### config.mk
export PLATFORM = sky130hd
export DESIGN_NAME = pc_sequencer_flat
export DESIGN_NICKNAME = d
export VERILOG_FILES = /design/src/rtl/pc_sequencer_pkg.sv /design/src/rtl/pc_sequencer_if.sv /design/src/rtl/pc_sequencer_redirect_arb.sv /design/src/rtl/pc_sequencer.sv /design/src/flat_wrapper.sv
export SDC_FILE = /design/constraint.sdc
export NUM_CORES = 1
export LEC_CHECK = 0
export CAP_MARGIN = 20
export CORE_UTILIZATION = 34
export CTS_CLUSTER_SIZE = 10
export DETAILED_ROUTE_END_ITERATION = 8
export DONT_BUFFER_PORTS = 1
export PLACE_DENSITY = 0.58
export SLEW_MARGIN = 20
export SYNTH_ARGS = -nofsm -noshare
export SYNTH_HDL_FRONTEND = slang
export SYNTH_SLANG_ARGS = --single-unit
### constraint.sdc
create_clock -name clock -period 9.3 [get_ports clock]
set_input_delay 2.325 -clock clock [delete_from_list [all_inputs] [get_ports clock]]
set_output_delay 2.325 -clock clock [all_outputs]
set_load 0.05 [all_outputs]
### src/rtl/pc_sequencer_pkg.sv
// rtl/pc_sequencer_pkg.sv - shared types and constants for the next-PC controller
package pc_sequencer_pkg;

  typedef enum logic [1:0] {
    ST_BOOT = 2'd0,
    ST_RUN  = 2'd1,
    ST_WAIT = 2'd2,
    ST_HALT = 2'd3
  } state_t;

  // Numeric order of the codes is the redirect priority order.
  typedef enum logic [1:0] {
    SRC_NONE   = 2'd0,
    SRC_JUMP   = 2'd1,
    SRC_BRANCH = 2'd2,
    SRC_EXC    = 2'd3
  } src_t;

  localparam logic [31:0] DEF_RESET_VECTOR = 32'h0000_0000;
  localparam logic [31:0] DEF_EXC_VECTOR   = 32'h0000_0080;

  function automatic logic src_outranks_or_ties(input src_t a, input src_t b);
    return a >= b;
  endfunction

  // Jumps resolve in ID, so only EX-stage and exception redirects kill ID/EX.
  function automatic logic src_flushes_id(input src_t s);
    return (s == SRC_EXC) || (s == SRC_BRANCH);
  endfunction

endpackage

### src/rtl/pc_sequencer_if.sv
// rtl/pc_sequencer_if.sv - pipeline-side signal bundle of the next-PC controller
interface pc_sequencer_if;
  logic [31:0] pc_cur;
  logic        imem_ready;
  logic        stall;
  logic        branch_taken;
  logic [31:0] branch_target;
  logic        jump;
  logic [31:0] jump_target;
  logic        exception;
  logic        halt;
  logic [31:0] pc_next;
  logic        fetch_valid;
  logic        flush_if;
  logic        flush_id;

  modport master (
    output pc_cur, imem_ready, stall, branch_taken, branch_target,
           jump, jump_target, exception, halt,
    input  pc_next, fetch_valid, flush_if, flush_id
  );

  modport slave (
    input  pc_cur, imem_ready, stall, branch_taken, branch_target,
           jump, jump_target, exception, halt,
    output pc_next, fetch_valid, flush_if, flush_id
  );
endinterface

### src/rtl/pc_sequencer_redirect_arb.sv
// rtl/pc_sequencer_redirect_arb.sv - priority encoder over exception, branch and jump redirects
module redirect_arb
  import pc_sequencer_pkg::*;
#(
  parameter logic [31:0] EXC_VECTOR = DEF_EXC_VECTOR
) (
  input  logic        exception,
  input  logic        branch_taken,
  input  logic [31:0] branch_target,
  input  logic        jump,
  input  logic [31:0] jump_target,
  output src_t        src,
  output logic [31:0] target
);

  always_comb begin
    src    = SRC_NONE;
    target = 32'h0000_0000;
    if (exception) begin
      src    = SRC_EXC;
      target = EXC_VECTOR;
    end else if (branch_taken) begin
      src    = SRC_BRANCH;
      target = branch_target;
    end else if (jump) begin
      src    = SRC_JUMP;
      target = jump_target;
    end
  end

endmodule

### src/rtl/pc_sequencer.sv
// rtl/pc_sequencer.sv - next-PC controller: redirect arbitration, stall/wait holds, flushes
module pc_sequencer
  import pc_sequencer_pkg::*;
#(
  parameter logic [31:0] RESET_VECTOR = DEF_RESET_VECTOR,
  parameter logic [31:0] EXC_VECTOR   = DEF_EXC_VECTOR,
  parameter int          CNT_W        = 16
) (
  input  logic             clock,
  input  logic             reset,
  pc_sequencer_if.slave    bus,
  output logic [CNT_W-1:0] redirect_count
);

  state_t      state_q, state_d;
  logic        pend_valid_q, pend_valid_d;
  src_t        pend_src_q, pend_src_d;
  logic [31:0] pend_target_q, pend_target_d;
  logic [CNT_W-1:0] count_q;
  logic        count_inc;

  src_t        redir_src;
  logic [31:0] redir_target;
  logic        redirect;
  logic        take_new;
  logic        run_like;

  logic [31:0] pc_next_c;
  logic        fetch_valid_c, flush_if_c, flush_id_c;

  redirect_arb #(.EXC_VECTOR(EXC_VECTOR)) u_arb (
    .exception     (bus.exception),
    .branch_taken  (bus.branch_taken),
    .branch_target (bus.branch_target),
    .jump          (bus.jump),
    .jump_target   (bus.jump_target),
    .src           (redir_src),
    .target        (redir_target)
  );

  assign redirect = (redir_src != SRC_NONE);
  assign take_new = redirect && (!pend_valid_q || src_outranks_or_ties(redir_src, pend_src_q));

  always_comb begin
    state_d       = state_q;
    pend_valid_d  = pend_valid_q;
    pend_src_d    = pend_src_q;
    pend_target_d = pend_target_q;
    pc_next_c     = bus.pc_cur;
    fetch_valid_c = 1'b0;
    flush_if_c    = 1'b0;
    flush_id_c    = 1'b0;
    count_inc     = 1'b0;
    run_like      = 1'b0;

    unique case (state_q)
      ST_BOOT: begin
        pc_next_c = RESET_VECTOR;
        state_d   = ST_RUN;
      end
      ST_RUN: run_like = 1'b1;
      ST_WAIT: begin
        if (redirect) begin
          flush_if_c = 1'b1;
          flush_id_c = src_flushes_id(redir_src);
        end
        if (bus.imem_ready) begin
          // The word returned now belongs to the old path, so it is never latched.
          if (pend_valid_q || redirect) begin
            pc_next_c    = take_new ? redir_target : pend_target_q;
            pend_valid_d = 1'b0;
            pend_src_d   = SRC_NONE;
            count_inc    = 1'b1;
            state_d      = ST_RUN;
          end else begin
            run_like = 1'b1;
          end
        end else if (take_new) begin
          pend_valid_d  = 1'b1;
          pend_src_d    = redir_src;
          pend_target_d = redir_target;
        end
      end
      ST_HALT: begin
        if (bus.exception) begin
          pc_next_c  = EXC_VECTOR;
          flush_if_c = 1'b1;
          flush_id_c = 1'b1;
          count_inc  = 1'b1;
          state_d    = ST_RUN;
        end
      end
      default: state_d = ST_BOOT;
    endcase

    if (run_like) begin
      state_d = ST_RUN;
      if (redirect) begin
        pc_next_c  = redir_target;
        flush_if_c = 1'b1;
        flush_id_c = src_flushes_id(redir_src);
        count_inc  = 1'b1;
      end else if (bus.halt) begin
        state_d = ST_HALT;
      end else if (!bus.stall) begin
        if (!bus.imem_ready) begin
          state_d = ST_WAIT;
        end else begin
          pc_next_c     = bus.pc_cur + 32'd4;
          fetch_valid_c = 1'b1;
        end
      end
    end

    if (reset) begin
      pc_next_c     = RESET_VECTOR;
      fetch_valid_c = 1'b0;
      flush_if_c    = 1'b0;
      flush_id_c    = 1'b0;
    end
  end

  always_ff @(posedge clock or posedge reset) begin
    if (reset) begin
      state_q       <= ST_BOOT;
      pend_valid_q  <= 1'b0;
      pend_src_q    <= SRC_NONE;
      pend_target_q <= 32'h0000_0000;
      count_q       <= '0;
    end else begin
      state_q       <= state_d;
      pend_valid_q  <= pend_valid_d;
      pend_src_q    <= pend_src_d;
      pend_target_q <= pend_target_d;
      if (count_inc && (count_q != {CNT_W{1'b1}})) begin
        count_q <= count_q + {{(CNT_W-1){1'b0}}, 1'b1};
      end
    end
  end

  assign bus.pc_next     = pc_next_c;
  assign bus.fetch_valid = fetch_valid_c;
  assign bus.flush_if    = flush_if_c;
  assign bus.flush_id    = flush_id_c;
  assign redirect_count  = count_q;

endmodule

### src/flat_wrapper.sv
// flat-port wrapper written by rule: the top's interface ports become plain ports
module pc_sequencer_flat import pc_sequencer_pkg::*;
#(
  parameter logic [31:0] RESET_VECTOR = DEF_RESET_VECTOR,
  parameter logic [31:0] EXC_VECTOR   = DEF_EXC_VECTOR,
  parameter int          CNT_W        = 16
)
  (clock, reset, redirect_count, bus_pc_cur, bus_imem_ready, bus_stall, bus_branch_taken, bus_branch_target, bus_jump, bus_jump_target, bus_exception, bus_halt, bus_pc_next, bus_fetch_valid, bus_flush_if, bus_flush_id);
  pc_sequencer_if bus_i ();
  input  logic clock;
  input  logic reset;
  output logic [CNT_W-1:0] redirect_count;
  input wire logic [$bits(bus_i.pc_cur)-1:0] bus_pc_cur;
  input wire logic [$bits(bus_i.imem_ready)-1:0] bus_imem_ready;
  input wire logic [$bits(bus_i.stall)-1:0] bus_stall;
  input wire logic [$bits(bus_i.branch_taken)-1:0] bus_branch_taken;
  input wire logic [$bits(bus_i.branch_target)-1:0] bus_branch_target;
  input wire logic [$bits(bus_i.jump)-1:0] bus_jump;
  input wire logic [$bits(bus_i.jump_target)-1:0] bus_jump_target;
  input wire logic [$bits(bus_i.exception)-1:0] bus_exception;
  input wire logic [$bits(bus_i.halt)-1:0] bus_halt;
  output wire logic [$bits(bus_i.pc_next)-1:0] bus_pc_next;
  output wire logic [$bits(bus_i.fetch_valid)-1:0] bus_fetch_valid;
  output wire logic [$bits(bus_i.flush_if)-1:0] bus_flush_if;
  output wire logic [$bits(bus_i.flush_id)-1:0] bus_flush_id;
  assign bus_i.pc_cur = bus_pc_cur;
  assign bus_i.imem_ready = bus_imem_ready;
  assign bus_i.stall = bus_stall;
  assign bus_i.branch_taken = bus_branch_taken;
  assign bus_i.branch_target = bus_branch_target;
  assign bus_i.jump = bus_jump;
  assign bus_i.jump_target = bus_jump_target;
  assign bus_i.exception = bus_exception;
  assign bus_i.halt = bus_halt;
  assign bus_pc_next = bus_i.pc_next;
  assign bus_fetch_valid = bus_i.fetch_valid;
  assign bus_flush_if = bus_i.flush_if;
  assign bus_flush_id = bus_i.flush_id;
  pc_sequencer #(.RESET_VECTOR(RESET_VECTOR), .EXC_VECTOR(EXC_VECTOR), .CNT_W(CNT_W)) u_core (.clock(clock), .reset(reset), .bus(bus_i), .redirect_count(redirect_count));
endmodule
==> results of run 1 <==
==> routing by layer <==
metal | vias to the layer above | share of wire | GRT usage
met5 | - | 0 | 0
li1 | 2152 | - | -
met3 | 23 | 0.078 | 0.05618
met4 | 0 | 0.019 | 0.05941
met1 | 2348 | 0.44 | 0.2962
met2 | 188 | 0.46 | 0.3485
==> flip-flops by register name, indices dropped and copies added (netlist names) <==
name / cells
u_core.redirect_count: 16
u_core.state_q: 2
u_core.pend_src_q: 2
u_core.pend_target_q: 32
u_core.pend_valid_q: 1
==> layout make-up <==
class / instances / area, um^2 / area share
Clock inverter: 3 / 26.28 / 0.005035
Timing Repair Buffer: 10 / 75.07 / 0.01439
Sequential cell: 53 / 1326 / 0.2541
Multi-Input combinational cell: 483 / 3407 / 0.6528
Inverter: 9 / 33.78 / 0.006473
Clock buffer: 5 / 125.1 / 0.02398
Tap cell: 180 / 225.2 / 0.04316
==> worst min-delay path, cell delays in order (launching register included) <==
cell and delay (ns):
dfrtp_1 0.35, nand2_1 0.05, nand2_1 0.05
==> power groups by stage <==
stage / combinational (mW) / clock, mW / sequential, mW
global placement: 0.226 / 0 / 0.340
global route: 0.250 / 0.212 / 0.340
finish: 0.230 / 0.202 / 0.337
floorplan: 0.196 / 0 / 0.334
CTS: 0.231 / 0.205 / 0.336
detailed placement: 0.230 / 0 / 0.341
==> Yosys cell counts, types with 4 or more instances <==
cell	number
xnor2_1	22
mux2_2	47
o221ai_1	5
nand2_1	57
a22oi_1	28
o21ai_1	11
dfrtp_1	53
a221oi_1	20
a211oi_1	11
mux2i_1	5
nor2_1	60
inv_1	9
a21oi_1	24
xor2_1	10
a31oi_1	4
nand4_1	10
nor3_1	12
and4_1	6
or3_1	4
o21ai_0	39
buf_2	13
and2_1	5
ha_1	8
and3_1	6
buf_1	4
nand3_1	26
clkbuf_1	26
nand2b_1	5
o211ai_1	5
==> kinds of logic (layout without fill, tap and decap cells) <==
group | count (synthesis) | in the layout | share of synthesized area
AO/OA/AOI/OAI | 172 | 172 | 0.2484
adder cells (fa/ha/maj) | 8 | 8 | 0.02049
buffers and inverters | 56 | 27 | 0.05096
AND/OR/NAND/NOR | 216 | 216 | 0.2259
multiplexers | 55 | 55 | 0.1255
XOR/XNOR | 32 | 32 | 0.05736
flip-flops | 53 | 53 | 0.2714
==> metrics by stage <==
stage               setup slack [ns]  power, mW
floorplan                      1.016     0.5299
global placement               1.764     0.5653
detailed placement             1.722     0.5709
CTS                            1.716     0.7723
global route                   1.609     0.8016
finish                         1.746     0.7694
==> how the worst max path moves through the flow <==
stage / depth (start not counted) / to / from
after floorplan: 6 / bus_pc_next[18] / reset
after global placement: 8 / bus_pc_next[7] / bus_exception
after detailed placement: 8 / bus_pc_next[7] / bus_exception
after CTS: 8 / bus_pc_next[7] / bus_exception
after global routing: 10 / bus_pc_next[7] / bus_jump
final: 8 / bus_pc_next[7] / bus_exception
==> results.cfg, run 1 <==
[run_status]
outcome = finished, final reports clean

[detailed_routing]
drtIter0Drc = 410
detail_route.wl_per_cell_um = 22.20
viasPerCell = 6.341
drt_first_pass_iters = 5
vias = 4711
antenna_left = 0
drc = 0
routed_wl_mm = 16.49

[pwr]
power_frac_seq = 0.438
intPower_uw = 426.8
netSwitchingPower_uw = 342.6
pwr-share-clk = 0.263
ir_drop_v = 0.0001004
swShare = 0.4452
leakagePower_nw = 2.022
powerDensity_nw_per_um2 = 147.4
p_comb_frac = 0.299

[sta]
holdWs_ns = 0.4858
max_freq_ghz = 0.1324
finalHoldViolCount = 0
worst_clock_skew_ns = 0.007352
tns_ns = 0
tightest_slew_ns = 1.082
final.min_clock_period_ns = 7.554
finalMaxSlewViolations = 0
max_slew_margin = 0.2785
rsz0062_at_grt = no
finalCritPeriodShare = 0.8123
setup_viol = 0

[layout]
nNetsFinal = 674
syn_to_final_growth_pct = 6.812
drive_gt1_frac = 0.1901
fill_cells = 1439
layout.cells.non_filler = 743
layout_commonest_cell = nor2_1
final_cell_mix = nor2_1, nand2_1, dfrtp_1, mux2_2, o21ai_0
utilization = 0.3745
stdcell_area_um2 = 5219
antenna_cells = 0

[critical_path]
worst-path-buf-inv = 1
crit_family = compound AO/OA/AOI/OAI gates
r2r-end = u_core.pend_target_q[9]
end_kind = primary output
crit_chain = or2_2 -> ha_1 -> a21oi_1 -> nor2_2 -> buf_4 -> nor2_1 -> o31a_1 -> o21ai_1
rr_worst_depth = 7
critical_path.max_stage_delay_ns = 0.78
reg2reg_setup_slack_ns = 6.44
slowest_stage = o21ai_1
critPathRequiredTime_ns = 6.98
worst-path-max-fanout = 43
start_kind = input pin
criticalPathCategory = in -> out
cp.arrival_ns = 5.23
r2r_start = u_core.pend_src_q[0]

[synthesis]
syn_inst = 592
yosys.area.top_type_share = 0.2714
ys.warnings.count = 0
syn_avg_cell_area_um2 = 8.253
synth_edf_count = 0
synth_nets = 704
yosysSeqAreaShare = 0.2714
ys_types = 61
synthArstFlopShare = 1.000
ys_ff_latch = 53
yosys.area.top_type = dfrtp_1
synth.area.top_cells = dfrtp_1, mux2_2, nor2_1, nand2_1, a22oi_1
syn_area_um2 = 4886
ys.flop_type = dfrtp_1

[global_route]
grt_overflow = 0
grtUsageTotal = 0.2204
first_global_vias = 4395
antenna_found_initial = 0
grt_pass1_wl_mm = 25.25
grt_max_degree = 45

[clock_tree]
holdBufCountCts = 0
numClockSinks = 53
path_clk_slew_ns = 0.08
cts_tree = built
post-cts-setup-buffers = 0
cts_root_buffer = clkbuf_16
cts_buffers = 5
post_cts_resized = 0
clock_latency_ns = 0.31
cts_htree_levels = 2
cts_max_path_buffers = 2

[floorplan]
ios = 155
core_um2 = 13930
dieArea_um2 = 14850
initial_core_util = 0.3506
fp.dieW_um = 121.9
fp.dieH_um = 121.9
rows = 43

[placement]
numPortBuffers = 0
dp_hpwl_mm = 11.93
dpl.cell_count = 735
placed_area_um2 = 5065
gp_congestion = 0.8633

[worst_hold_path]
hp-start = u_core.pend_target_q[27]
hold_class = reg -> reg
hold_path_end = u_core.pend_target_q[27]
holdPathStages = 2

[flow_run]
drv_cap = 0
Note: power is estimated with default switching activity, not from simulation.
==> inputs of run 2 (changes only) <==
Settings changed: ABC_AREA from default to 1, PLACE_DENSITY 0.58 to 0.6.
Clock period 9.3 ns to 6.9 ns, I/O delays scaled along.
==> run 2 against run 1 <==
Synthesized cell count rose by 86%. Final cell count rose by 78%. Die area rose by 22%. Critical path type unchanged.
==> results.cfg, run 2 <==
[synthesis]
ys_ff_latch = 53
yosys.area.top_type_share = 0.2880
ys.warnings.count = 0
ys_top_cells_by_count = nand2_1, inv_1, nand3_1
syn_inst = 1100
synth_nets = 1212
ys_types = 35
yosysSeqAreaShare = 0.2227
ys.flop_type = dfrtp_1
synthArstFlopShare = 1.000
synth_edf_count = 0
synth.area.top_cells = nand2_1, dfrtp_1, nand3_1, inv_1, nor2_1
syn_avg_cell_area_um2 = 5.414
syn_area_um2 = 5956
yosys.area.top_type = nand2_1
synth_most_common_cell = nand2_1

[worst_hold_path]
hold_class = reg -> reg

[sta]
finalHoldViolCount = 0
rsz0062_at_grt = no
max_slew_margin = 0.3266
worst_clock_skew_ns = 0.01074
finalCritPeriodShare = 0.8388
max_freq_ghz = 0.1728
holdWs_ns = 0.4883
finalMaxSlewViolations = 0
tightest_slew_ns = 1.009
setup_viol = 0
tns_ns = 0
final.min_clock_period_ns = 5.788

[pwr]
p_comb_frac = 0.380
netSwitchingPower_uw = 545.4
pwr-share-clk = 0.247
powerDensity_nw_per_um2 = 185.1
swShare = 0.4544
power_frac_seq = 0.373
leakagePower_nw = 3.416
intPower_uw = 654.8
ir_drop_v = 0.0002083

[critical_path]
critPathRequiredTime_ns = 5.18
worst-path-max-fanout = 20
start_kind = input pin
criticalPathCategory = in -> out
cp.arrival_ns = 4.06
end_kind = primary output

[global_route]
grtUsageTotal = 0.2343
antenna_found_initial = 0
grt_overflow = 0
grt_max_degree = 48
first_global_vias = 6049
grt_pass1_wl_mm = 32.85

[layout]
nNetsFinal = 1206
layout_commonest_cell = nand2_1
regMostFlops = u_core.pend_target_q
drive_gt1_frac = 0.05662
antenna_cells = 0
utilization = 0.3775
final_cell_mix = nand2_1, inv_1, nand3_1, nor2_1, o21ai_0
largest_reg_flops = 32
syn_to_final_growth_pct = 8.866

[clock_tree]
holdBufCountCts = 0
cts_root_buffer = clkbuf_16
cts_max_path_buffers = 2
cts_tree = built
path_clk_slew_ns = 0.07
cts_htree_levels = 2
post-cts-setup-buffers = 0
clock_latency_ns = 0.30
numClockSinks = 53
post_cts_resized = 0
cts_buffers = 5

[detailed_routing]
vias = 6870
viasPerCell = 5.205
antenna_left = 0
routed_wl_mm = 21.07
drtIter0Drc = 680
drt_first_pass_iters = 6
drc = 0
detail_route.wl_per_cell_um = 15.96

[placement]
dp_hpwl_mm = 16.50
numPortBuffers = 0
gp_congestion = 0.9639

[floorplan]
fp.dieW_um = 134.4
core_um2 = 17180
ios = 155
rows = 48
initial_core_util = 0.3467
dieArea_um2 = 18050
fp.dieH_um = 134.4

[flow_run]
drv_cap = 0

[run_status]
outcome = finished, final reports clean
[run 2: metrics by stage]
step	instance area, um^2	total power, mW	instances	setup WS, ns
floorplan	5956	0.7989	1100	0.6888
global placement	6311	0.9022	1312	1.130
detailed placement	6311	0.9082	1312	1.124
CTS	6484	1.208	1320	1.120
global route	6484	1.280	1320	0.7652
finish	6484	1.200	1320	1.112
[run 2: final cells by class]
cell class / instances / area [um^2]
flip-flops and latches: 53 / 1326
fillers: 2003 / 10690
multi-input cells: 873 / 3961
clock buffers: 5 / 125.1
repair buffers: 36 / 270.3
well taps: 225 / 281.5
clock inverters: 3 / 47.55
inverters: 125 / 471.7
[run 2: power groups by stage]
stage | registers (mW) | clock network [mW] | logic, mW
finish | 0.448 | 0.297 | 0.456
global placement | 0.453 | 0 | 0.449
CTS | 0.448 | 0.305 | 0.455
global route | 0.455 | 0.315 | 0.510
floorplan | 0.444 | 0 | 0.355
detailed placement | 0.455 | 0 | 0.453
[run 2: final timing paths]
| check | endpoint | slack (ns) | depth (start not counted) | start |
|---|---|---|---|---|
| worst max-delay path | bus_pc_next[12] | 1.11 | 18 | bus_jump |
| worst min-delay path | u_core.pend_target_q[17] | 0.49 | 2 | u_core.pend_target_q[17] |
| worst max register to register | u_core.redirect_count[8] | 3.86 | 7 | u_core.redirect_count[0] |
| worst min register to register | u_core.pend_target_q[17] | 0.49 | 2 | u_core.pend_target_q[17] |
| max in group asynchronous | u_core.pend_target_q[5] | 4.58 | 2 | reset |
| min in group asynchronous | u_core.pend_target_q[10] | 1.50 | 1 | reset |
[run 2: kinds of logic (layout without fill, tap and decap cells)]
kind of cell               Yosys count  in the layout  synth area share
AOI/OAI and AO/OA                  123            123            0.1113
xor gates and xnor gates            15             15           0.02206
adders and majority gates            8              8           0.01681
buffers and inverters              174            169            0.1147
DFF                                 53             53            0.2227
and+or+nand+nor                    727            727            0.5124
[run 2: worst max-delay path, cell delays in order]
cell and delay [ns]:
inv_1 0.04, nor2_2 0.09, nor2_1 0.07, ha_1 0.26
inv_1 0.04, nand2_1 0.04, nand2_1 0.07, nand2_1 0.08
nand2_1 0.41, buf_4 0.37, nand2_1 0.07, nand3_1 0.07
o21ai_0 0.10, inv_1 0.06, nand2_1 0.06, nand3_1 0.07
nor2_1 0.20, buf_4 0.23
[run 2: routing by layer]
layer,track usage,wire (um)
met5,0,0
met4,0.06804,418
met3,0.04346,1895
met2,0.3483,8805
met1,0.3413,9945
==> inputs of run 3 (changes only) <==
Settings changed: ABC_AREA 1 to 0, PLACE_DENSITY 0.6 to 0.58.
Clock period 6.9 ns to 5.8 ns, I/O delays scaled along.
==> run 3 against run 2 <==
Utilization rose by 2.7 points. Total power is 7.9% higher. Via count shrank 30%. Critical path type unchanged. Sequential power grew 20%. First-iteration DRC count shrank 53%. Wire length fell by 19%. Largest power group is now sequential cells. Clock skew is 0.0081 ns lower.
==> results.cfg, run 3 (synthesis gave the netlist of run 1 again) <==
[run_status]
outcome = finished, final reports clean

[global_route]
grt_max_degree = 57
grtUsageMet3 = 0.05478
grt_overflow = 0
gr-usage-met2 = 0.3679
gr-usage-met1 = 0.3122
grtUsageTotal = 0.2320
top_usage_layer = met2
first_global_vias = 4744
antenna_found_initial = 0
grt_pass1_wl_mm = 26.07

[sta]
setup_ws_ns = 0.6466
worst_clock_skew_ns = 0.002623
finalMaxSlewViolations = 0
rsz0062_at_grt = no
max_slew_margin = 0.2589
holdWs_ns = 0.4787
max_freq_ghz = 0.1940
finalCritPeriodShare = 0.8885
tightest_slew_ns = 1.115
final.min_clock_period_ns = 5.153
finalHoldViolCount = 0
setup_viol = 0

[layout]
final_cell_mix = nor2_1, nand2_1, dfrtp_1, mux2_2, buf_4
layout_commonest_cell = nor2_1
syn_to_final_growth_pct = 15.36
largest_reg_flops = 32
drive_gt1_frac = 0.2471
antenna_cells = 0
utilization = 0.4045
nNetsFinal = 714
regMostFlops = u_core.pend_target_q

[pwr]
powerDensity_nw_per_um2 = 229.8
leakagePower_nw = 2.266
ir_drop_v = 0.0002444

[floorplan]
core_um2 = 13930
ios = 155
fp.dieW_um = 121.9
rows = 43
dieArea_um2 = 14850
initial_core_util = 0.3506
fp.dieH_um = 121.9

[critical_path]
criticalPathCategory = in -> out
r2r_start = u_core.pend_src_q[0]
critPathRequiredTime_ns = 4.35
worst-path-buf-inv = 2
reg2reg_setup_slack_ns = 2.95
start_kind = input pin
end_kind = primary output
r2r-end = u_core.pend_target_q[9]
crit_family = compound AO/OA/AOI/OAI gates
slowest_stage = a21oi_1
cp.arrival_ns = 3.70
rr_worst_depth = 7
crit_chain = nor2b_2 -> nor2_1 -> ha_1 -> nand2b_1 -> a21oi_1 -> nor2_2 -> buf_12 -> mux2_2 -> a221oi_1 -> a211oi_2 -> buf_4
startpoint = bus_jump
critical_path.max_stage_delay_ns = 0.36
worst-path-max-fanout = 31

[detailed_routing]
vias = 4807
drtIter0Drc = 323
viasPerCell = 6.139
drc = 0
detail_route.wl_per_cell_um = 21.77
routed_wl_mm = 17.04
antenna_left = 0
drt_first_pass_iters = 5

[clock_tree]
path_clk_slew_ns = 0.08
clock_latency_ns = 0.31
holdBufCountCts = 0
post-cts-setup-buffers = 0
cts_tree = built
cts_root_buffer = clkbuf_16
cts_buffers = 5
cts_max_path_buffers = 2
cts_htree_levels = 2
post_cts_resized = 0
numClockSinks = 53

[placement]
gp_congestion = 0.8398
preCtsSetupSlack_ns = 0.6704
dp_hpwl_mm = 12.31
numPortBuffers = 0

[worst_hold_path]
holdPathStages = 2
hp-start = u_core.pend_target_q[25]
hold_path_end = u_core.pend_target_q[25]
hold_class = reg -> reg

[flow_run]
drv_cap = 0
run 3: changes by cell type in the layout (fill, tap and decap cells not counted), moves of 17 or more:
cell / previous run / this run
a22oi_1: 0 / 28
nand2_1: 457 / 57
mux2_2: 0 / 47
o21ai_0: 74 / 38
xnor2_1: 5 / 22
nor2_1: 101 / 59
inv_1: 121 / 8
nand3_1: 111 / 26
a221oi_1: 0 / 20
run 3: per-layer routing:
| metal | share of wire | routed length, um | vias to the layer above |
|---|---|---|---|
| met3 | 0.079 | 1348 | 20 |
| li1 | - | - | 2238 |
| met1 | 0.43 | 7394 | 2348 |
| met5 | 0 | 0 | - |
| met2 | 0.47 | 8005 | 201 |
| met4 | 0.017 | 294 | 0 |
run 3: metrics by stage:
step / area (um^2) / power, mW / TNS, ns / cells
after global placement: 5466 / 0.9622 / 0 / 774
after detailed placement: 5466 / 0.9737 / 0 / 774
after floorplan: 4989 / 0.8614 / -0.2789 / 592
final: 5637 / 1.295 / 0 / 783
after CTS: 5617 / 1.307 / 0 / 782
after global routing: 5637 / 1.363 / 0 / 783
run 3: final cells by class:
class,count,area (um^2)
fillers,1402,8298
multi-input cells,483,3438
flip-flops and latches,53,1326
repair buffers,50,462.9
well taps,180,225.2
clock buffers,5,125.1
inverters,9,33.78
clock inverters,3,25.02
run 3: where the power goes:
group | internal [mW] | switching [mW] | leakage (nW) | total, mW
logic | 0.162 | 0.268 | 1.49 | 0.430
clock network | 0.164 | 0.162 | 0.0708 | 0.326
registers | 0.404 | 0.135 | 0.702 | 0.539
total | 0.730 | 0.565 | 2.27 | 1.30
run 3: how the worst max path moves through the flow:
stage | depth (start not counted) | endpoint | slack, ns
3_3_place_gp | 6 | bus_pc_next[26] | 0.71
5_1_grt | 11 | bus_pc_next[18] | 0.48
2_1_floorplan | 13 | bus_pc_next[18] | -0.28
4_1_cts | 11 | bus_pc_next[12] | 0.66
6_report | 11 | bus_pc_next[12] | 0.65
3_5_place_dp | 11 | bus_pc_next[12] | 0.67
run 3: worst reg2reg max path, cell delays in order, from the launching register on:
cell and delay (ns):
dfrtp_1 0.41, ha_1 0.28, nand2b_1 0.10, a21oi_1 0.14, or2_2 0.38, nor3_4 0.64
buf_4 0.42, mux2_2 0.39
